==> src/rtl/mcu_cmd_parser_pkg.sv <==
// Shared MCU-link constants: frame delimiters, command-type codes and parser state encoding.
// Transmit-side blocks import the same codes so both ends of the link agree.
package mcu_cmd_parser_pkg;

    localparam logic [7:0] START_CODE = 8'hAA;
    localparam logic [7:0] END_CODE   = 8'h55;

    // Payload buffer depth is tied to the 4-bit pl_addr read port.
    localparam int unsigned BUF_DEPTH = 16;

    typedef enum logic [7:0] {
        CMD_NOP   = 8'h00,
        CMD_PING  = 8'h01,
        CMD_READ  = 8'h02,
        CMD_WRITE = 8'h03,
        CMD_RESET = 8'h04
    } cmd_type_e;

    typedef enum logic [2:0] {
        StHunt,
        StCtrl,
        StLenL,
        StLenH,
        StPayload,
        StChk,
        StEndc
    } parser_state_e;

    function automatic logic [7:0] expected_chk(input logic [7:0] sum);
        return ~sum;
    endfunction

endpackage

==> src/rtl/mcu_cmd_parser_if.sv <==
// Byte-stream input and decoded-command output bundle of the MCU command parser.
// The master side feeds UART bytes and reads payload; the slave side is the parser.
interface mcu_cmd_parser_if;

    logic [7:0] rx_data;
    logic       rx_ok;
    logic [3:0] pl_addr;
    logic [7:0] pl_data;
    logic       cmd_valid;
    logic [7:0] ctrl_code;
    logic [7:0] data_len;
    logic       crc_err;
    logic       frame_err;
    logic       busy;

    modport master (
        output rx_data,
        output rx_ok,
        output pl_addr,
        input  pl_data,
        input  cmd_valid,
        input  ctrl_code,
        input  data_len,
        input  crc_err,
        input  frame_err,
        input  busy
    );

    modport slave (
        input  rx_data,
        input  rx_ok,
        input  pl_addr,
        output pl_data,
        output cmd_valid,
        output ctrl_code,
        output data_len,
        output crc_err,
        output frame_err,
        output busy
    );

endinterface

==> src/rtl/mcu_cmd_parser.sv <==
// Parses AA/ctrl/len_lo/len_hi/payload/chk/55 frames from a UART byte stream,
// validates length and checksum, and exposes the payload through a read port.
module mcu_cmd_parser
    import mcu_cmd_parser_pkg::*;
#(
    parameter int unsigned MAX_LEN     = 16,
    parameter int unsigned TIMEOUT_CYC = 50000
) (
    input  logic             clk,
    input  logic             rst,
    mcu_cmd_parser_if.slave  link
);

    // Lengths above the physical buffer would alias, so clamp the accepted maximum.
    localparam int unsigned MaxLenEff  = (MAX_LEN > BUF_DEPTH) ? BUF_DEPTH : MAX_LEN;
    localparam logic [7:0]  MaxLen     = 8'(MaxLenEff);
    localparam logic [31:0] TimeoutCyc = 32'(TIMEOUT_CYC);

    logic          rx_ok_q1, rx_ok_q2;
    logic [7:0]    rx_byte_q;
    logic          byte_edge;

    parser_state_e state_q, state_d;
    logic [7:0]    ctrl_q, ctrl_d;
    logic [7:0]    len_q, len_d;
    logic [4:0]    idx_q, idx_d;
    logic [7:0]    sum_q, sum_d;
    logic [31:0]   tmo_q, tmo_d;

    logic          cmd_valid_q, cmd_valid_d;
    logic          crc_err_q, crc_err_d;
    logic          frame_err_q, frame_err_d;
    logic [7:0]    ctrl_code_q, ctrl_code_d;
    logic [7:0]    data_len_q, data_len_d;

    logic [7:0]    buf_q [BUF_DEPTH];
    logic          buf_we;
    logic [3:0]    buf_waddr;

    // Edge registers reset high so a byte already on the line at reset release is ignored.
    always_ff @(posedge clk) begin
        if (rst) begin
            rx_ok_q1  <= 1'b1;
            rx_ok_q2  <= 1'b1;
            rx_byte_q <= 8'h00;
        end else begin
            rx_ok_q1  <= link.rx_ok;
            rx_ok_q2  <= rx_ok_q1;
            rx_byte_q <= link.rx_data;
        end
    end

    assign byte_edge = rx_ok_q1 & ~rx_ok_q2;

    always_ff @(posedge clk) begin
        if (rst) begin
            state_q     <= StHunt;
            ctrl_q      <= 8'h00;
            len_q       <= 8'h00;
            idx_q       <= 5'd0;
            sum_q       <= 8'h00;
            tmo_q       <= 32'd0;
            cmd_valid_q <= 1'b0;
            crc_err_q   <= 1'b0;
            frame_err_q <= 1'b0;
            ctrl_code_q <= 8'h00;
            data_len_q  <= 8'h00;
        end else begin
            state_q     <= state_d;
            ctrl_q      <= ctrl_d;
            len_q       <= len_d;
            idx_q       <= idx_d;
            sum_q       <= sum_d;
            tmo_q       <= tmo_d;
            cmd_valid_q <= cmd_valid_d;
            crc_err_q   <= crc_err_d;
            frame_err_q <= frame_err_d;
            ctrl_code_q <= ctrl_code_d;
            data_len_q  <= data_len_d;
        end
    end

    always_ff @(posedge clk) begin
        if (rst) begin
            for (int i = 0; i < BUF_DEPTH; i++) begin
                buf_q[i] <= 8'h00;
            end
        end else if (buf_we) begin
            buf_q[buf_waddr] <= rx_byte_q;
        end
    end

    always_comb begin
        state_d     = state_q;
        ctrl_d      = ctrl_q;
        len_d       = len_q;
        idx_d       = idx_q;
        sum_d       = sum_q;
        tmo_d       = tmo_q;
        cmd_valid_d = 1'b0;
        crc_err_d   = 1'b0;
        frame_err_d = 1'b0;
        ctrl_code_d = ctrl_code_q;
        data_len_d  = data_len_q;
        buf_we      = 1'b0;
        buf_waddr   = idx_q[3:0];

        if (byte_edge) begin
            // A byte edge always wins over a coincident timeout.
            tmo_d = 32'd0;
            unique case (state_q)
                StHunt: begin
                    if (rx_byte_q == START_CODE) begin
                        state_d = StCtrl;
                        sum_d   = 8'h00;
                        idx_d   = 5'd0;
                    end
                end
                StCtrl: begin
                    ctrl_d  = rx_byte_q;
                    sum_d   = rx_byte_q;
                    state_d = StLenL;
                end
                StLenL: begin
                    len_d   = rx_byte_q;
                    sum_d   = sum_q + rx_byte_q;
                    state_d = StLenH;
                end
                StLenH: begin
                    if ((rx_byte_q != 8'h00) || (len_q > MaxLen)) begin
                        frame_err_d = 1'b1;
                        state_d     = StHunt;
                    end else begin
                        sum_d   = sum_q + rx_byte_q;
                        idx_d   = 5'd0;
                        state_d = (len_q == 8'h00) ? StChk : StPayload;
                    end
                end
                StPayload: begin
                    buf_we = 1'b1;
                    sum_d  = sum_q + rx_byte_q;
                    idx_d  = idx_q + 5'd1;
                    if ({3'b000, idx_d} == len_q) begin
                        state_d = StChk;
                    end
                end
                StChk: begin
                    if (rx_byte_q == expected_chk(sum_q)) begin
                        state_d = StEndc;
                    end else begin
                        crc_err_d = 1'b1;
                        state_d   = StHunt;
                    end
                end
                StEndc: begin
                    if (rx_byte_q == END_CODE) begin
                        cmd_valid_d = 1'b1;
                        ctrl_code_d = ctrl_q;
                        data_len_d  = len_q;
                    end else begin
                        frame_err_d = 1'b1;
                    end
                    state_d = StHunt;
                end
                default: state_d = StHunt;
            endcase
        end else if (state_q == StHunt) begin
            tmo_d = 32'd0;
        end else if (tmo_q + 32'd1 >= TimeoutCyc) begin
            frame_err_d = 1'b1;
            state_d     = StHunt;
            tmo_d       = 32'd0;
        end else begin
            tmo_d = tmo_q + 32'd1;
        end
    end

    assign link.cmd_valid = cmd_valid_q;
    assign link.crc_err   = crc_err_q;
    assign link.frame_err = frame_err_q;
    assign link.ctrl_code = ctrl_code_q;
    assign link.data_len  = data_len_q;
    assign link.busy      = (state_q != StHunt);
    assign link.pl_data   = buf_q[link.pl_addr];

endmodule
==> src/flat_wrapper.sv <==
// flat-port wrapper written by rule: the top's interface ports become plain ports
module mcu_cmd_parser_flat import mcu_cmd_parser_pkg::*;
#(
    parameter int unsigned MAX_LEN     = 16,
    parameter int unsigned TIMEOUT_CYC = 50000
)
  (clk, rst, link_rx_data, link_rx_ok, link_pl_addr, link_pl_data, link_cmd_valid, link_ctrl_code, link_data_len, link_crc_err, link_frame_err, link_busy);
  mcu_cmd_parser_if link_i ();
  input  logic clk;
  input  logic rst;
  input wire logic [$bits(link_i.rx_data)-1:0] link_rx_data;
  input wire logic [$bits(link_i.rx_ok)-1:0] link_rx_ok;
  input wire logic [$bits(link_i.pl_addr)-1:0] link_pl_addr;
  output wire logic [$bits(link_i.pl_data)-1:0] link_pl_data;
  output wire logic [$bits(link_i.cmd_valid)-1:0] link_cmd_valid;
  output wire logic [$bits(link_i.ctrl_code)-1:0] link_ctrl_code;
  output wire logic [$bits(link_i.data_len)-1:0] link_data_len;
  output wire logic [$bits(link_i.crc_err)-1:0] link_crc_err;
  output wire logic [$bits(link_i.frame_err)-1:0] link_frame_err;
  output wire logic [$bits(link_i.busy)-1:0] link_busy;
  assign link_i.rx_data = link_rx_data;
  assign link_i.rx_ok = link_rx_ok;
  assign link_i.pl_addr = link_pl_addr;
  assign link_pl_data = link_i.pl_data;
  assign link_cmd_valid = link_i.cmd_valid;
  assign link_ctrl_code = link_i.ctrl_code;
  assign link_data_len = link_i.data_len;
  assign link_crc_err = link_i.crc_err;
  assign link_frame_err = link_i.frame_err;
  assign link_busy = link_i.busy;
  mcu_cmd_parser #(.MAX_LEN(MAX_LEN), .TIMEOUT_CYC(TIMEOUT_CYC)) u_core (.clk(clk), .rst(rst), .link(link_i));
endmodule
==> config.mk <==
export PLATFORM = sky130hd
export DESIGN_NAME = mcu_cmd_parser_flat
export DESIGN_NICKNAME = d
export VERILOG_FILES = /design/src/rtl/mcu_cmd_parser_pkg.sv /design/src/rtl/mcu_cmd_parser_if.sv /design/src/rtl/mcu_cmd_parser.sv /design/src/flat_wrapper.sv
export SDC_FILE = /design/constraint.sdc
export NUM_CORES = 1
export LEC_CHECK = 0
export BUFFER_PORTS_ARGS = -buffer_cell sky130_fd_sc_hd__buf_2
export CAP_MARGIN = 0
export CELL_PAD_IN_SITES_DETAIL_PLACEMENT = 1
export CELL_PAD_IN_SITES_GLOBAL_PLACEMENT = 2
export CORE_ASPECT_RATIO = 1.5
export CORE_MARGIN = 2
export CORE_UTILIZATION = 28
export DETAILED_ROUTE_END_ITERATION = 8
export HOLD_SLACK_MARGIN = 0.03
export PLACE_DENSITY_LB_ADDON = 0.1
export REMOVE_ABC_BUFFERS = 1
export SLEW_MARGIN = 5
export SYNTH_ARGS = -nofsm -noshare
export SYNTH_HDL_FRONTEND = slang
export SYNTH_SLANG_ARGS = --single-unit
==> constraint.sdc <==
create_clock -name clk -period 2.78 [get_ports clk]
set_input_delay 0.417 -clock clk [delete_from_list [all_inputs] [get_ports clk]]
set_output_delay 0.417 -clock clk [all_outputs]
set_load 0.02 [all_outputs]
# Yosys cells after proc, flatten, opt, wreduce, memory -nomap -nowiden
# Memories as Yosys holds them, arrays and structs flattened.
# Cells that the tools add are included.
# word_totals
ram_bits	128
memories	1
output_inout_bits	28
word_cells	92
regBits	93
# op_classes
bitwise	6
muxes	33
n_addsub	3
eq_ne	14
n_reduce_logical	19
order_cmp	2
# mem_list
name	words	width	rd	rd_ports_with_merged_regs	wr	line_no	rtl
u_core.buf_q	16	8	1	0	16	mcu_cmd_parser.sv:36	logic [7:0] buf_q [BUF_DEPTH];
# ops
cell	count
$add A32 B1 Y32 const B	1
$ge A32 B16 Y1 const B	1
$pmux W8 S4	1
$mux W8	3
$mux W3	7
$pmux W3 S6	1
$mux W1	16
$pmux W5 S3	1
$reduce_and A4 Y1	3
$mux W5	2
$eq A3 B3 Y1 const B	3
$add A8 B8 Y8	1
$eq A5 B8 Y1	1
$eq A8 B7 Y1 const B	1
$eq A8 B8 Y1	1
$eq A8 B8 Y1 const B	1
$gt A8 B5 Y1 const B	1
$logic_not A8 Y1	1
$not A8 Y8	1
$reduce_bool A8 Y1	1
$reduce_or A8 Y1	1
$eq A3 B2 Y1 const B	2
$reduce_bool A3 Y1	2
$reduce_or A3 Y1	2
17 further kinds	22

# Depth between registers and ports, before layout
# Gate-level depths: netlist (run 1).
# logic_depth
ltp_word	8
depth_mapped	10

# Worst setup path before layout (run 1)
# Ideal clock, no wire load.
# synth_timing
path_kind	input port to output port
from	input link_pl_addr[0]
to	output link_pl_data[0]
t_required_ns	2.363
slack_ns	0.087
t_arrival_ns	2.276
stages	4
n_path_buf	2
path_cell_list	clkbuf_1 > buf_1 > mux4_2 > mux4_2
# synth_between
elab_chain_len	1
# synth_lines
element	line_no	rtl
start, declared	flat_wrapper.sv:13	input wire logic [$bits(link_i.pl_addr)-1:0] link_pl_addr;
$mem_v2 Z16 W8	--	
end, declared	flat_wrapper.sv:14	output wire logic [$bits(link_i.pl_data)-1:0] link_pl_data;
# Every way passes these cells.

# Final worst setup path (run 1)
# layout_timing
from	register u_core.tmo_q[13]
to	register u_core.state_q[0]
# layout_between
elab_chain_len	4
# layout_lines
element	line_no	rtl
start, declared	mcu_cmd_parser.sv:28	logic [31:0] tmo_q, tmo_d;
start signal, assigned	mcu_cmd_parser.sv:74	tmo_q <= tmo_d;
$add A32 B1 Y32	mcu_cmd_parser.sv:169	end else if (tmo_q + 32'd1 >= TimeoutCyc) begin
$ge A32 B16 Y1	mcu_cmd_parser.sv:169	
$reduce_bool A2 Y1 (no source line)	--	
$reduce_and A4 Y1 (no source line)	--	
end signal, assigned	mcu_cmd_parser.sv:57	state_q <= StHunt;
end signal, assigned	mcu_cmd_parser.sv:69	state_q <= state_d;
end, declared	mcu_cmd_parser.sv:23	parser_state_e state_q, state_d;
# Every way passes these cells.
# A chain may end at the register's enable or synchronous reset.

==> results.yml, run 1 <==
outcome:
  status: "finished, final reports clean"
floorplan:
  die_h_um: 240
  die_x_um: 161
  start_util_pct: 28.3
  num_rows: 86
  dieArea_um2: 38600
  ios: 43
  core_area_um2: 36600
logic_synthesis:
  syn_avg_cell_area_um2: 12.1
  yosysTopAreaCellShare_pct: 37.1
  synth.distinct_cells: 69
  netlist_instances: 857
  synthesis.area_um2: 10400
  synth_ff_type: "edfxtp_1"
  ys_seq_area_share_pct: 55.1
  async_flop_share_pct: 0
  yosys_warnings: 0
  synth_edf_count: 128
  yosys.area.top_type: "edfxtp_1"
  synth-seq-cells: 221
  synth.area.top_cells: "edfxtp_1 (37%), dfxtp_1 (18%), mux4_2 (8.7%), and2_1 (7.9%), mux2i_1 (2.4%)"
global_route:
  grt_start_max_net_pins: 58
  antenna_found_initial: 0
  grtUsageTotal_pct: 15.4
  grt_first_pass_wirelength_um: 45600
  grt_pass1_vias: 7753
  gr-total-overflow: 0
clock_network:
  clock_latency_ns: 0.53
  clkTransAtPathRegs_ns: 0.06
  clockBufferDepth: 3
  cts-root-buf: "clkbuf_16"
  cts_buffers: 24
  cts_sinks: 221
  htree_levels: 1
  cts_tree: "done"
setup_path:
  setup.worst_path.class: "register to register"
  cp_max_fo: 5
  setup.worst_path.end_class: "register"
  start_kind: "register"
  worstPathArrival_ns: 3.14
  required_ns: 3.20
place:
  pre_cts_slack_ns: -0.0491
  hpwl_um: 21000
  place_congestion: 0.852
  portBuffers: 42
  dpl_cell_area_um2: 11500
detailed_routing:
  drc: 0
  wl_per_cell_um: 20.1
  vias_per_cell: 4.80
  via_count: 6979
  wl_um: 29200
  first_pass_iters: 6
  first_iter_violations: 213
  final_antenna_net_count: 0
finish:
  layout-drive-gt1-share_pct: 25.5
  nFillCells: 4013
  diodes: 0
  utilization_pct: 34.0
  final-seq-area_um2: 5720
  layout.cells.most_common: "and2_1"
  fin_area_um2: 12500
  layout.nets: 979
  areaGrowthSynthToFinish_pct: 20.2
  multi_input_area_um2: 4520
  final_cell_mix: "and2_1 (130), edfxtp_1 (128), dfxtp_1 (84)"
timing:
  rsz0062_at_grt: "true"
  fin_crit_ns: 2.72
  finClkSkew_ns: 0.0111
  finalMaxSlewViolations: 0
  setup_viol: 0
  slew_headroom_pct: 54.0
  hold_viol: 0
  min_period_over_period_pct: 97.9
  setup_ws_ns: 0.0571
  fmax_mhz: 367
  tns_ns: 0
  worst_pin_slew_ns: 0.683
flow_run:
  drv_cap: 0
power_and_ir_drop:
  leakagePower_nw: 4.67
  vdd_ir_drop_max_mv: 0.418
  power_density_nw_per_um2: 581
  power_mw: 7.24
worst_hold_path:
  hold_path_class: "input pin to register"
[metal layers]
layer	part of all wire (%)	GRT usage [%]
met3	3.1	1.89
met5	0	0
met4	2.8	5.33
met2	57	31.0
met1	37	16.2
[stage by stage]
step / cells / hold WS (ns)
2_1_floorplan: 817 / 0.409
3_3_place_gp: 1408 / 0.421
3_5_place_dp: 1408 / 0.421
4_1_cts: 1452 / 0.0411
5_1_grt: 1453 / 0.0628
6_report: 1453 / 0.0736
[path summary, 6_finish.rpt]
kind,from,to,slack (ns),depth (start not counted)
setup / recovery,u_core.tmo_q[13]$_SDFF_PP0_,u_core.state_q[0]$_SDFFE_PP0P_,0.06,9
hold reg to reg,u_core.rx_ok_q1$_SDFF_PP1_,u_core.rx_ok_q2$_SDFF_PP1_,0.43,1
setup reg to reg,u_core.tmo_q[13]$_SDFF_PP0_,u_core.state_q[0]$_SDFFE_PP0P_,0.06,9
hold / removal,link_rx_ok,u_core.rx_ok_q1$_SDFF_PP1_,0.07,2
[critical path: stages, from the launching register on]
cell and delay [ns]:
dfxtp_1 0.37, nand4_1 0.16, buf_4 0.19, nor3_1 0.29
or4b_4 0.50, and3_4 0.17, a2111oi_4 0.33, nand4_4 0.20
buf_12 0.20, o41ai_4 0.21
[power breakdown]
part           switching [mW]  internal [mW]
combinational           0.238          0.154
clock                    1.30           1.97
sequential             0.0420           3.53
total                    1.58           5.66
[cell type report]
cell class                 count  area share, %
inverter                      12          0.362
clock inverter                10          0.984
sequential                   221           45.9
timing repair buffer         108           6.14
multi-input combinational    584           36.3
clock buffer                  34           5.45
tap                          484           4.86
[state kept, by name, indices dropped and copies added, names as in the netlist]
register	cells
u_core.rx_ok_q1	1
u_core.link.frame_err	1
u_core.sum_q	8
u_core.ctrl_q	8
u_core.tmo_q	32
u_core.link.cmd_valid	1
u_core.rx_byte_q	8
u_core.state_q	3
u_core.link.crc_err	1
u_core.link.data_len	8
u_core.len_q	8
u_core.idx_q	5
u_core.buf_q	128
u_core.rx_ok_q2	1
u_core.link.ctrl_code	8
[logic make-up after synthesis]
group | count (synthesis) | share of synthesized area (%)
adders and majority gates | 13 | 1.64
AOI/OAI and AO/OA | 79 | 5.60
buffers and inverters | 67 | 2.73
other | 1 | 0.0362
muxes | 65 | 11.1
DFF | 221 | 55.1
and+or+nand+nor | 378 | 21.0
xor gates and xnor gates | 33 | 2.79
[timing repair]
| action | 4_1_cts | 5_1_grt |
|---|---|---|
| setup buffers | 0 | 0 |
| pin swaps | 0 | 10 |
| gates cloned | 0 | 1 |
| gates resized for setup | 3 | 26 |
| endpoints found under the setup margin | 12 | 21 |
| hold buffers | 0 | 0 |
[cell usage after synthesis (3+ instances only)]
cell type  number
xor2_1         11
nand4_1        18
edfxtp_1      128
and2_1        130
buf_6           3
or2_2          19
nor3_2         15
o21ai_0         7
nor3_1         19
o41ai_2         3
nor2_1         66
nor2b_1        12
buf_1           7
xnor2_1        22
nand2_1        33
inv_1          12
or3_1           4
clkbuf_1       42
or4_1           3
a22oi_1         5
nand3_1        27
ha_1           12
a31oi_1         4
and4_1          4
mux4_2         40
a21oi_1        25
nor4_1          8
o22ai_1         3
and3_1          5
dfxtp_1        93
nand2b_1        3
mux2i_1        25
o31ai_1         4
(Power assumes the default switching activity.)
==> run 2: changes to the inputs <==
--- a/config.mk
+++ b/config.mk
@@ -7,14 +7,12 @@
 export LEC_CHECK = 0
 export BUFFER_PORTS_ARGS = -buffer_cell sky130_fd_sc_hd__buf_2
 export CAP_MARGIN = 0
-export CELL_PAD_IN_SITES_DETAIL_PLACEMENT = 1
-export CELL_PAD_IN_SITES_GLOBAL_PLACEMENT = 2
 export CORE_ASPECT_RATIO = 1.5
 export CORE_MARGIN = 2
 export CORE_UTILIZATION = 28
+export CTS_BUF_LIST = sky130_fd_sc_hd__clkbuf_8
 export DETAILED_ROUTE_END_ITERATION = 8
 export HOLD_SLACK_MARGIN = 0.03
-export PLACE_DENSITY_LB_ADDON = 0.1
 export REMOVE_ABC_BUFFERS = 1
 export SLEW_MARGIN = 5
 export SYNTH_ARGS = -nofsm -noshare
==> run 2 against run 1 <==
Worst hold slack better by 0.0096 ns; highest routed layer unchanged; design area fell by 0.48%; largest power group unchanged; die area is the same; non-clock buffer count increased by 4.
==> results.yml, run 2 (synthesis results as in run 1) <==
outcome:
  status: "finished, final reports clean"
flow_run:
  drv_cap: 0
clock_network:
  cts_buffers: 38
  clockBufferDepth: 3
  htree_levels: 2
  cts-root-buf: "clkbuf_8"
  cts_sinks: 221
  clock_latency_ns: 0.54
  clkTransAtPathRegs_ns: 0.06
  cts_tree: "done"
setup_path:
  max_stage_delay_ns: 0.58
  start_kind: "register"
  required_ns: 3.21
  path_buf_inv: 3
  path_common_cell: "buf_4"
  crit_chain: "nand4_1 -> or4_4 -> buf_4 -> o31ai_2 -> o211ai_1 -> a2111oi_4 -> nand4_4 -> buf_12 -> buf_4 -> a211oi_2"
  cp_top_family: "simple AND/OR/NAND/NOR gates"
  worstPathArrival_ns: 3.14
  crit_slowest_cell: "or4_4"
  setup.worst_path.class: "register to register"
  cp_max_fo: 4
  setup.worst_path.end_class: "register"
timing:
  finClkSkew_ns: 0.0272
  setup_viol: 0
  fmax_mhz: 370
  holdWs_ns: 0.0831
  slew_headroom_pct: 33.6
  min_period_over_period_pct: 97.2
  finalMaxSlewViolations: 0
  fin_crit_ns: 2.70
  worst_pin_slew_ns: 0.996
  hold_viol: 0
floorplan:
  start_util_pct: 28.3
  core_area_um2: 36600
  die_h_um: 240
  dieArea_um2: 38600
  num_rows: 86
  ios: 43
  die_x_um: 161
global_route:
  grt_pass1_vias: 7081
  grtUsageTotal_pct: 12.7
  grt_start_max_net_pins: 64
  grt_first_pass_wirelength_um: 38500
  antenna_found_initial: 0
  gr-total-overflow: 0
place:
  portBuffers: 42
  hpwl_um: 16900
  dp_cells: 1407
  place_congestion: 0.860
finish:
  top_regs: "u_core.buf_q (128), u_core.tmo_q (32)"
  areaGrowthSynthToFinish_pct: 19.7
  largest_register: "u_core.buf_q"
  layout-drive-gt1-share_pct: 26.3
  layout.cells.most_common: "and2_1"
  diodes: 0
  largest_reg_flops: 128
  utilization_pct: 33.9
  final_cell_mix: "and2_1 (130), edfxtp_1 (128), dfxtp_1 (87)"
  final_cells: 1479
  layout.nets: 997
detailed_routing:
  wl_um: 24100
  final_antenna_net_count: 0
  first_iter_violations: 267
  vias_per_cell: 4.65
  drc: 0
  wl_per_cell_um: 16.3
  first_pass_iters: 4
  via_count: 6878
power_and_ir_drop:
  power_density_nw_per_um2: 540
  leakagePower_nw: 4.69
  vdd_ir_drop_max_mv: 0.254
worst_hold_path:
  hold_path_class: "input pin to register"
==> run 2: changes by cell type in the layout (fill, tap and decap cells not counted), moves of 5 or more <==
cell	previous run	this run
inv_1	11	22
dfxtp_2	8	3
clkbuf_1	7	0
clkbuf_8	2	40
clkinv_1	2	8
clkbuf_16	26	1
==> run 2: final timing paths <==
check	slack, ns	to	depth (start not counted)	start
worst min register to register	0.45	u_core.rx_ok_q2$_SDFF_PP1_	1	u_core.rx_ok_q1$_SDFF_PP1_
worst min-delay path	0.08	u_core.rx_ok_q1$_SDFF_PP1_	2	link_rx_ok
worst max register to register	0.08	u_core.tmo_q[9]$_SDFF_PP0_	10	u_core.tmo_q[13]$_SDFF_PP0_
worst max-delay path	0.08	u_core.tmo_q[9]$_SDFF_PP0_	10	u_core.tmo_q[13]$_SDFF_PP0_
==> run 2: through the flow <==
| stage | setup slack [ns] | setup TNS (ns) | power (mW) | area (um2) |
|---|---|---|---|---|
| global route | -0.0252 | -0.124 | 6.97 | 12400 |
| CTS | 0.00873 | 0 | 6.80 | 12200 |
| finish | 0.0768 | 0 | 6.70 | 12400 |
| global placement | 0.0583 | 0 | 4.02 | 11500 |
| floorplan | -0.329 | -4.00 | 3.83 | 10200 |
| detailed placement | 0.0207 | 0 | 4.02 | 11500 |
==> run 2: report_power, final <==
group / switching (mW) / internal [mW] / leakage, nW
clock network: 1.32 / 1.44 / 0.397
registers: 0.0414 / 3.53 / 2.08
logic: 0.215 / 0.154 / 2.21
==> run 2: per-layer routing <==
| metal | GRT usage, % | routed length, um | up-vias |
|---|---|---|---|
| met5 | 0 | 0 | - |
| met4 | 3.98 | 618 | 0 |
| met3 | 2.03 | 759 | 45 |
| met2 | 25.2 | 13700 | 131 |
| met1 | 13.4 | 9030 | 3359 |
| li1 | - | - | 3343 |
==> run 2: worst register-to-register path: cells and delay by family (launching register included) <==
family	cells	cell delay [ns]
buffers and inverters	3	0.49
flip-flops	1	0.35
AND/OR/NAND/NOR	3	0.89
AO/OA/AOI/OAI	4	0.87
==> run 2: timing repair <==
action,in CTS,in global routing
setup endpoints to repair,0,20
hold buffers,0,0
setup buffers,0,5
resized for setup,0,32
==> run 2: area by class of cell <==
type | instances | area, um2
fillers | 3638 | 24200
flip-flops and latches | 221 | 5720
multi-input cells | 584 | 4520
repair buffers | 112 | 806
well taps | 484 | 606
clock buffers | 40 | 551
clock inverters | 26 | 153
inverters | 12 | 45.0
